<file path="config.mk">
export PLATFORM = sky130hd
export DESIGN_NAME = coffee_brew_timer
export DESIGN_NICKNAME = d
export VERILOG_FILES = /design/src/rtl/coffee_brew_timer.sv
export SDC_FILE = /design/constraint.sdc
export NUM_CORES = 1
export LEC_CHECK = 0
export CORE_AREA = 2 2 86 88
export DETAILED_ROUTE_END_ITERATION = 8
export DIE_AREA = 0 0 88 90
export HOLD_SLACK_MARGIN = 0.03
export PLACE_DENSITY = 0.79
export SLEW_MARGIN = 0
export SYNTH_ARGS = -nofsm -noshare
export SYNTH_HDL_FRONTEND = slang
export SYNTH_SLANG_ARGS = --single-unit
</file>
<file path="constraint.sdc">
create_clock -name clock -period 3.5 [get_ports clock]
set_clock_uncertainty 0.05 [all_clocks]
set_input_delay 0.7 -clock clock [delete_from_list [all_inputs] [get_ports clock]]
set_output_delay 0.7 -clock clock [all_outputs]
set_load 0.01 [all_outputs]
</file>
<file path="src/rtl/coffee_brew_timer.sv">
// Pump/drip sequencer downstream of the coffee controller FSM; drives its S (stop) and P (fault) inputs.
// Optional pre-infusion phase is compiled in with `define BREW_TIMER_PREINFUSE_EN.
//   state    | meaning
//   IDLE     | waiting for a fresh brew rising edge
//   PRE_ON   | short pump burst to wet the grounds (pre-infusion build only)
//   PRE_SOAK | pump off while the grounds soak (pre-infusion build only)
//   POUR     | pump on for the latched cup length
//   DRIP     | pump off, letting the basket drain
//   DONE     | stop asserted until the controller drops brew
//   FAULT    | water lost; sticky until reset
module coffee_brew_timer #(
   parameter int CLK_DIV        = 50000,
   parameter int SMALL_TICKS    = 8000,
   parameter int MEDIUM_TICKS   = 12000,
   parameter int LARGE_TICKS    = 16000,
   parameter int DRIP_TICKS     = 2000,
`ifdef BREW_TIMER_PREINFUSE_EN
   parameter int PRE_ON_TICKS   = 500,
   parameter int PRE_SOAK_TICKS = 1500,
`endif
   parameter int CNT_WIDTH      = 16
) (
   input  logic                 clock,
   input  logic                 reset,
   input  logic                 brew,
   input  logic [1:0]           cup_size,
   input  logic                 water_ok,
   input  logic                 abort,
   output logic                 pump,
   output logic                 stop,
   output logic                 fault,
   output logic                 busy,
   output logic [CNT_WIDTH-1:0] pour_count
);

   localparam int PW = $clog2(CLK_DIV);

   typedef enum logic [2:0] {
      IDLE, POUR, DRIP, DONE, FAULT
`ifdef BREW_TIMER_PREINFUSE_EN
      , PRE_ON, PRE_SOAK
`endif
   } state_t;

`ifdef BREW_TIMER_PREINFUSE_EN
   localparam state_t START = PRE_ON;
`else
   localparam state_t START = POUR;
`endif

   state_t               state, nxt;
   logic                 brew_q, primed;
   logic [PW-1:0]        presc;
   logic [CNT_WIDTH-1:0] tick_cnt, target, cur_len, cup_ticks;
   logic                 tick, expire, rise;

   // primed masks the first cycle after reset so a brew held high across reset is not seen as an edge
   assign rise   = brew & ~brew_q & primed;
   assign tick   = (presc == PW'(CLK_DIV - 1));
   assign expire = tick && (tick_cnt == cur_len - CNT_WIDTH'(1));

   always_comb begin
      case (cup_size)
         2'b00:   cup_ticks = CNT_WIDTH'(SMALL_TICKS);
         2'b01:   cup_ticks = CNT_WIDTH'(MEDIUM_TICKS);
         default: cup_ticks = CNT_WIDTH'(LARGE_TICKS);
      endcase
   end

   always_comb begin
      cur_len = '0;
      case (state)
         POUR:     cur_len = target;
         DRIP:     cur_len = CNT_WIDTH'(DRIP_TICKS);
`ifdef BREW_TIMER_PREINFUSE_EN
         PRE_ON:   cur_len = CNT_WIDTH'(PRE_ON_TICKS);
         PRE_SOAK: cur_len = CNT_WIDTH'(PRE_SOAK_TICKS);
`endif
         default:  cur_len = '0;
      endcase
   end

   always_comb begin
      nxt = state;
      case (state)
         IDLE: if (rise) nxt = water_ok ? START : FAULT;
`ifdef BREW_TIMER_PREINFUSE_EN
         PRE_ON, PRE_SOAK,
`endif
         POUR: begin
            if (!brew)          nxt = IDLE;
            else if (!water_ok) nxt = FAULT;
            else if (abort)     nxt = DONE;
            else if (expire) begin
`ifdef BREW_TIMER_PREINFUSE_EN
               nxt = (state == PRE_ON) ? PRE_SOAK : (state == PRE_SOAK) ? POUR : DRIP;
`else
               nxt = DRIP;
`endif
            end
         end
         DRIP: begin
            if (!brew)                nxt = IDLE;
            else if (abort || expire) nxt = DONE;
         end
         DONE:    if (!brew) nxt = IDLE;
         default: nxt = state;
      endcase
   end

   always_ff @(posedge clock or posedge reset) begin
      if (reset) begin
         state      <= IDLE;
         pump       <= 1'b0;
         stop       <= 1'b0;
         fault      <= 1'b0;
         busy       <= 1'b0;
         pour_count <= '0;
         brew_q     <= 1'b0;
         primed     <= 1'b0;
         presc      <= '0;
         tick_cnt   <= '0;
         target     <= '0;
      end else begin
         brew_q <= brew;
         primed <= 1'b1;
         state  <= nxt;

         if (nxt != state) begin
            presc    <= '0;
            tick_cnt <= '0;
         end else if (tick) begin
            presc    <= '0;
            tick_cnt <= tick_cnt + CNT_WIDTH'(1);
         end else begin
            presc    <= presc + PW'(1);
         end

         if (state == IDLE && rise) target <= cup_ticks;

         // a tick on the same edge as an early exit is not counted as poured
         if (nxt == POUR && state != POUR)
            pour_count <= '0;
         else if (state == POUR && tick && (nxt == POUR || nxt == DRIP))
            pour_count <= pour_count + CNT_WIDTH'(1);

`ifdef BREW_TIMER_PREINFUSE_EN
         pump  <= (nxt == POUR) || (nxt == PRE_ON);
`else
         pump  <= (nxt == POUR);
`endif
         stop  <= (nxt == DONE);
         fault <= (nxt == FAULT);
         busy  <= (nxt != IDLE);
      end
   end

endmodule

</file>
==> results.cfg <==
[outcome]
outcome = finished, final reports clean

[power]
p_leak_uw = 0.002033
p_sw_frac = 0.3697
seq_power_share = 0.422
power_report.internal_total_uw = 1473
clock_power_share = 0.273
power_per_cell_area_nw_per_um2 = 488.7
comb_power_share = 0.305
total_power_uw = 2338
netSwitchingPower_uw = 864.3
max-vdd-ir-drop_mv = 0.2719

[cts]
htreeDepth = 3
clkSinkCount = 63
cts_max_path_buffers = 2
clk_pin_slew_ns = 0.08
clock_tree.root_cell = sky130_fd_sc_hd__clkbuf_8
cts_hold_repair.buffers = 0
cts_inserted_buffers = 9
cts_tree = built
clkLatencyLatePin_ns = 0.35

[grt]
antenna_found_initial = 0
first_global_vias = 3468
grt_start_max_net_pins = 33
grt_first_pass_wirelength_um = 15990
grt_remaining_overflow = 0
grtUsageTotal = 0.2512

[synthesis]
syn_area_um2 = 4078
syn_nets = 468
synth.top_cells.by_area = sky130_fd_sc_hd__dfrtp_1, sky130_fd_sc_hd__nor2_1, sky130_fd_sc_hd__nand4_1
synth_top_area_cell = sky130_fd_sc_hd__dfrtp_1
postSynth.topFlopCell = sky130_fd_sc_hd__dfrtp_1
synth_area_per_cell_um2 = 8.923
synth_largest_type_area_fraction = 0.3866
yosysWarnings = 0
postSynthRegisterBits = 63
synth_sequential_area_ratio = 0.3866
yosys.cell_count.top_type = sky130_fd_sc_hd__dfrtp_1
async_flop_share = 1.000
netlist_top_cells_count = sky130_fd_sc_hd__dfrtp_1, sky130_fd_sc_hd__nor2_1, sky130_fd_sc_hd__nand2_1, sky130_fd_sc_hd__nand4_1
synth_enable_flop_cells = 0
ys_types = 67
synthesis.instances = 457

[worst_setup_path]
slowest_delay_ns = 0.43
cp.buffers_inverters = 3
worst_ep_arrival_time_ns = 3.53
end_kind = register
crit_fanout = 14
worstPathCellList = buf_4, or3b_4, a211oi_2, nor3_1, a211o_1, nor4_4, buf_4, a21o_1, a41oi_1, a31oi_4, clkbuf_16, nor3_1
critPathLaunchType = register
class_of_the_most_critical_setup_path = register to register
worst_ep_required_time_ns = 3.64
timing.critical_path.max_delay_family = compound AO/OA/AOI/OAI gates
cp_slowest_cell = sky130_fd_sc_hd__or3b_4

[drt]
detail-route-antenna-nets = 0
viasPerCell = 6.034
drc_errors = 0
routed_wl_um = 9537
detailedRoute.firstIterationViolations = 179
vias = 3590
drt_first_pass_iters = 5
route.detailed.wl_per_inst_um = 16.03

[sta]
report.final.setup_viol = 0
setup_slack_ns = 0.1095
finalHoldViolCount = 0
drv_slew = 0
fin_hold_ws_ns = 0.4047
worstMarginPinSlew_ns = 1.045
maxClockFrequency_ghz = 0.2949
crit_path_time_final_ns = 3.390
slew_headroom = 0.2982
min_period_over_period = 0.9687

[placed_design]
detailedPlace.worstSlack_ns = 0.1403
numPortBuffers = 26
finalWeightedCongestion = 0.9442
hpwl_um = 6487

[min_path]
worst_hold_path_type = register to register

[floorplanning]
die_area_um2 = 7920
die_w_um = 88
core_area_um2 = 7020
ios = 27
start_util = 0.5808
placement_row_count = 31
die_height_um = 90

[finish]
nNetsFinal = 502
area_growth_syn_to_layout_pct = 17.31
fraction_of_final_layout_cells_sized_beyond_drive_strength_1 = 0.1331
insertedDiodeCount = 0

[flow_run]
cap_violations = 0
[cells by family (layout without fill, tap and decap cells)]
logic type,after synthesis,count (layout),share of synthesized area
compound gates,75,75,0.1415
xor+xnor,38,38,0.08162
fa+ha+maj,4,4,0.01227
buf+inv,36,75,0.04419
flops,63,63,0.3866
mux,6,6,0.01473
other cells,1,1,0.0009196
simple gates,234,234,0.3182
[cell type report]
| class | instances | area (um2) |
|---|---|---|
| Multi-Input combinational cell | 358 | 2349 |
| Fill cell | 564 | 2237 |
| Sequential cell | 63 | 1579 |
| Timing Repair Buffer | 49 | 493.0 |
| Clock buffer | 9 | 123.9 |
| Tap cell | 99 | 123.9 |
| Clock inverter | 7 | 72.57 |
| Inverter | 10 | 42.54 |
[cells in the final DEF, fill, tap and decap left out, types with 13 or more instances in the layout]
cell type / Yosys / layout
sky130_fd_sc_hd__nand2_1: 46 / 46
sky130_fd_sc_hd__and3_1: 21 / 21
sky130_fd_sc_hd__nor2_1: 51 / 51
sky130_fd_sc_hd__xor2_1: 19 / 19
sky130_fd_sc_hd__clkdlybuf4s50_1: 0 / 26
sky130_fd_sc_hd__nor3_1: 17 / 17
sky130_fd_sc_hd__nand4_1: 28 / 28
sky130_fd_sc_hd__dfrtp_1: 63 / 61
sky130_fd_sc_hd__buf_4: 5 / 19
sky130_fd_sc_hd__xnor2_1: 19 / 19
sky130_fd_sc_hd__a211o_1: 13 / 13
sky130_fd_sc_hd__nand3_1: 21 / 21
[repair_timing]
item,in CTS,in global routing
endpoints found under the setup margin,0,44
buffers inserted,0,3
resized for setup,0,9
[per-layer routing]
metal	global-route usage	up-vias	part of all wire
li1	-	1729	-
met1	0.3393	1725	0.45
met2	0.3870	112	0.48
met3	0.05785	24	0.050
met4	0.1013	0	0.024
met5	0	-	0
[power groups by stage]
stage	combinational [uW]	clock [uW]	sequential [uW]
after floorplan	560	0	922
after global placement	653	0	988
after detailed placement	668	0	992
after CTS	670	648	981
after global routing	785	681	1000
final	712	638	987
[metrics by stage]
stage | cell area, um2 | util | instances | setup TNS, ns
4_1_cts | 4681 | 0.6667 | 590 | 0
3_5_place_dp | 4484 | 0.6387 | 574 | 0
2_1_floorplan | 4078 | - | 457 | 0
3_3_place_gp | 4484 | 0.6387 | 574 | 0
5_1_grt | 4783 | 0.6813 | 595 | -0.0004674
6_report | 4783 | 0.6813 | 595 | 0
[final timing paths]
path,from,end,slack (ns),cells after the start
setup / recovery,state[1]$_DFF_PP0_,presc[15]$_DFF_PP0_,0.11,12
hold / removal,presc[0]$_DFF_PP0_,presc[0]$_DFF_PP0_,0.40,1
setup reg to reg,state[1]$_DFF_PP0_,presc[15]$_DFF_PP0_,0.11,12
hold reg to reg,presc[0]$_DFF_PP0_,presc[0]$_DFF_PP0_,0.40,1
max in group asynchronous,reset,tick_cnt[14]$_DFFE_PP0P_,2.07,3
min in group asynchronous,reset,pour_count[1]$_DFFE_PP0P_,0.73,2
[flip-flops by register name, indices dropped and copies added, names as in the netlist, 3 cells and up]
register and count:
presc 16, tick_cnt 16, state 3, target 6, pour_count 16
No activity file was read; power rests on OpenSTA's default activity.
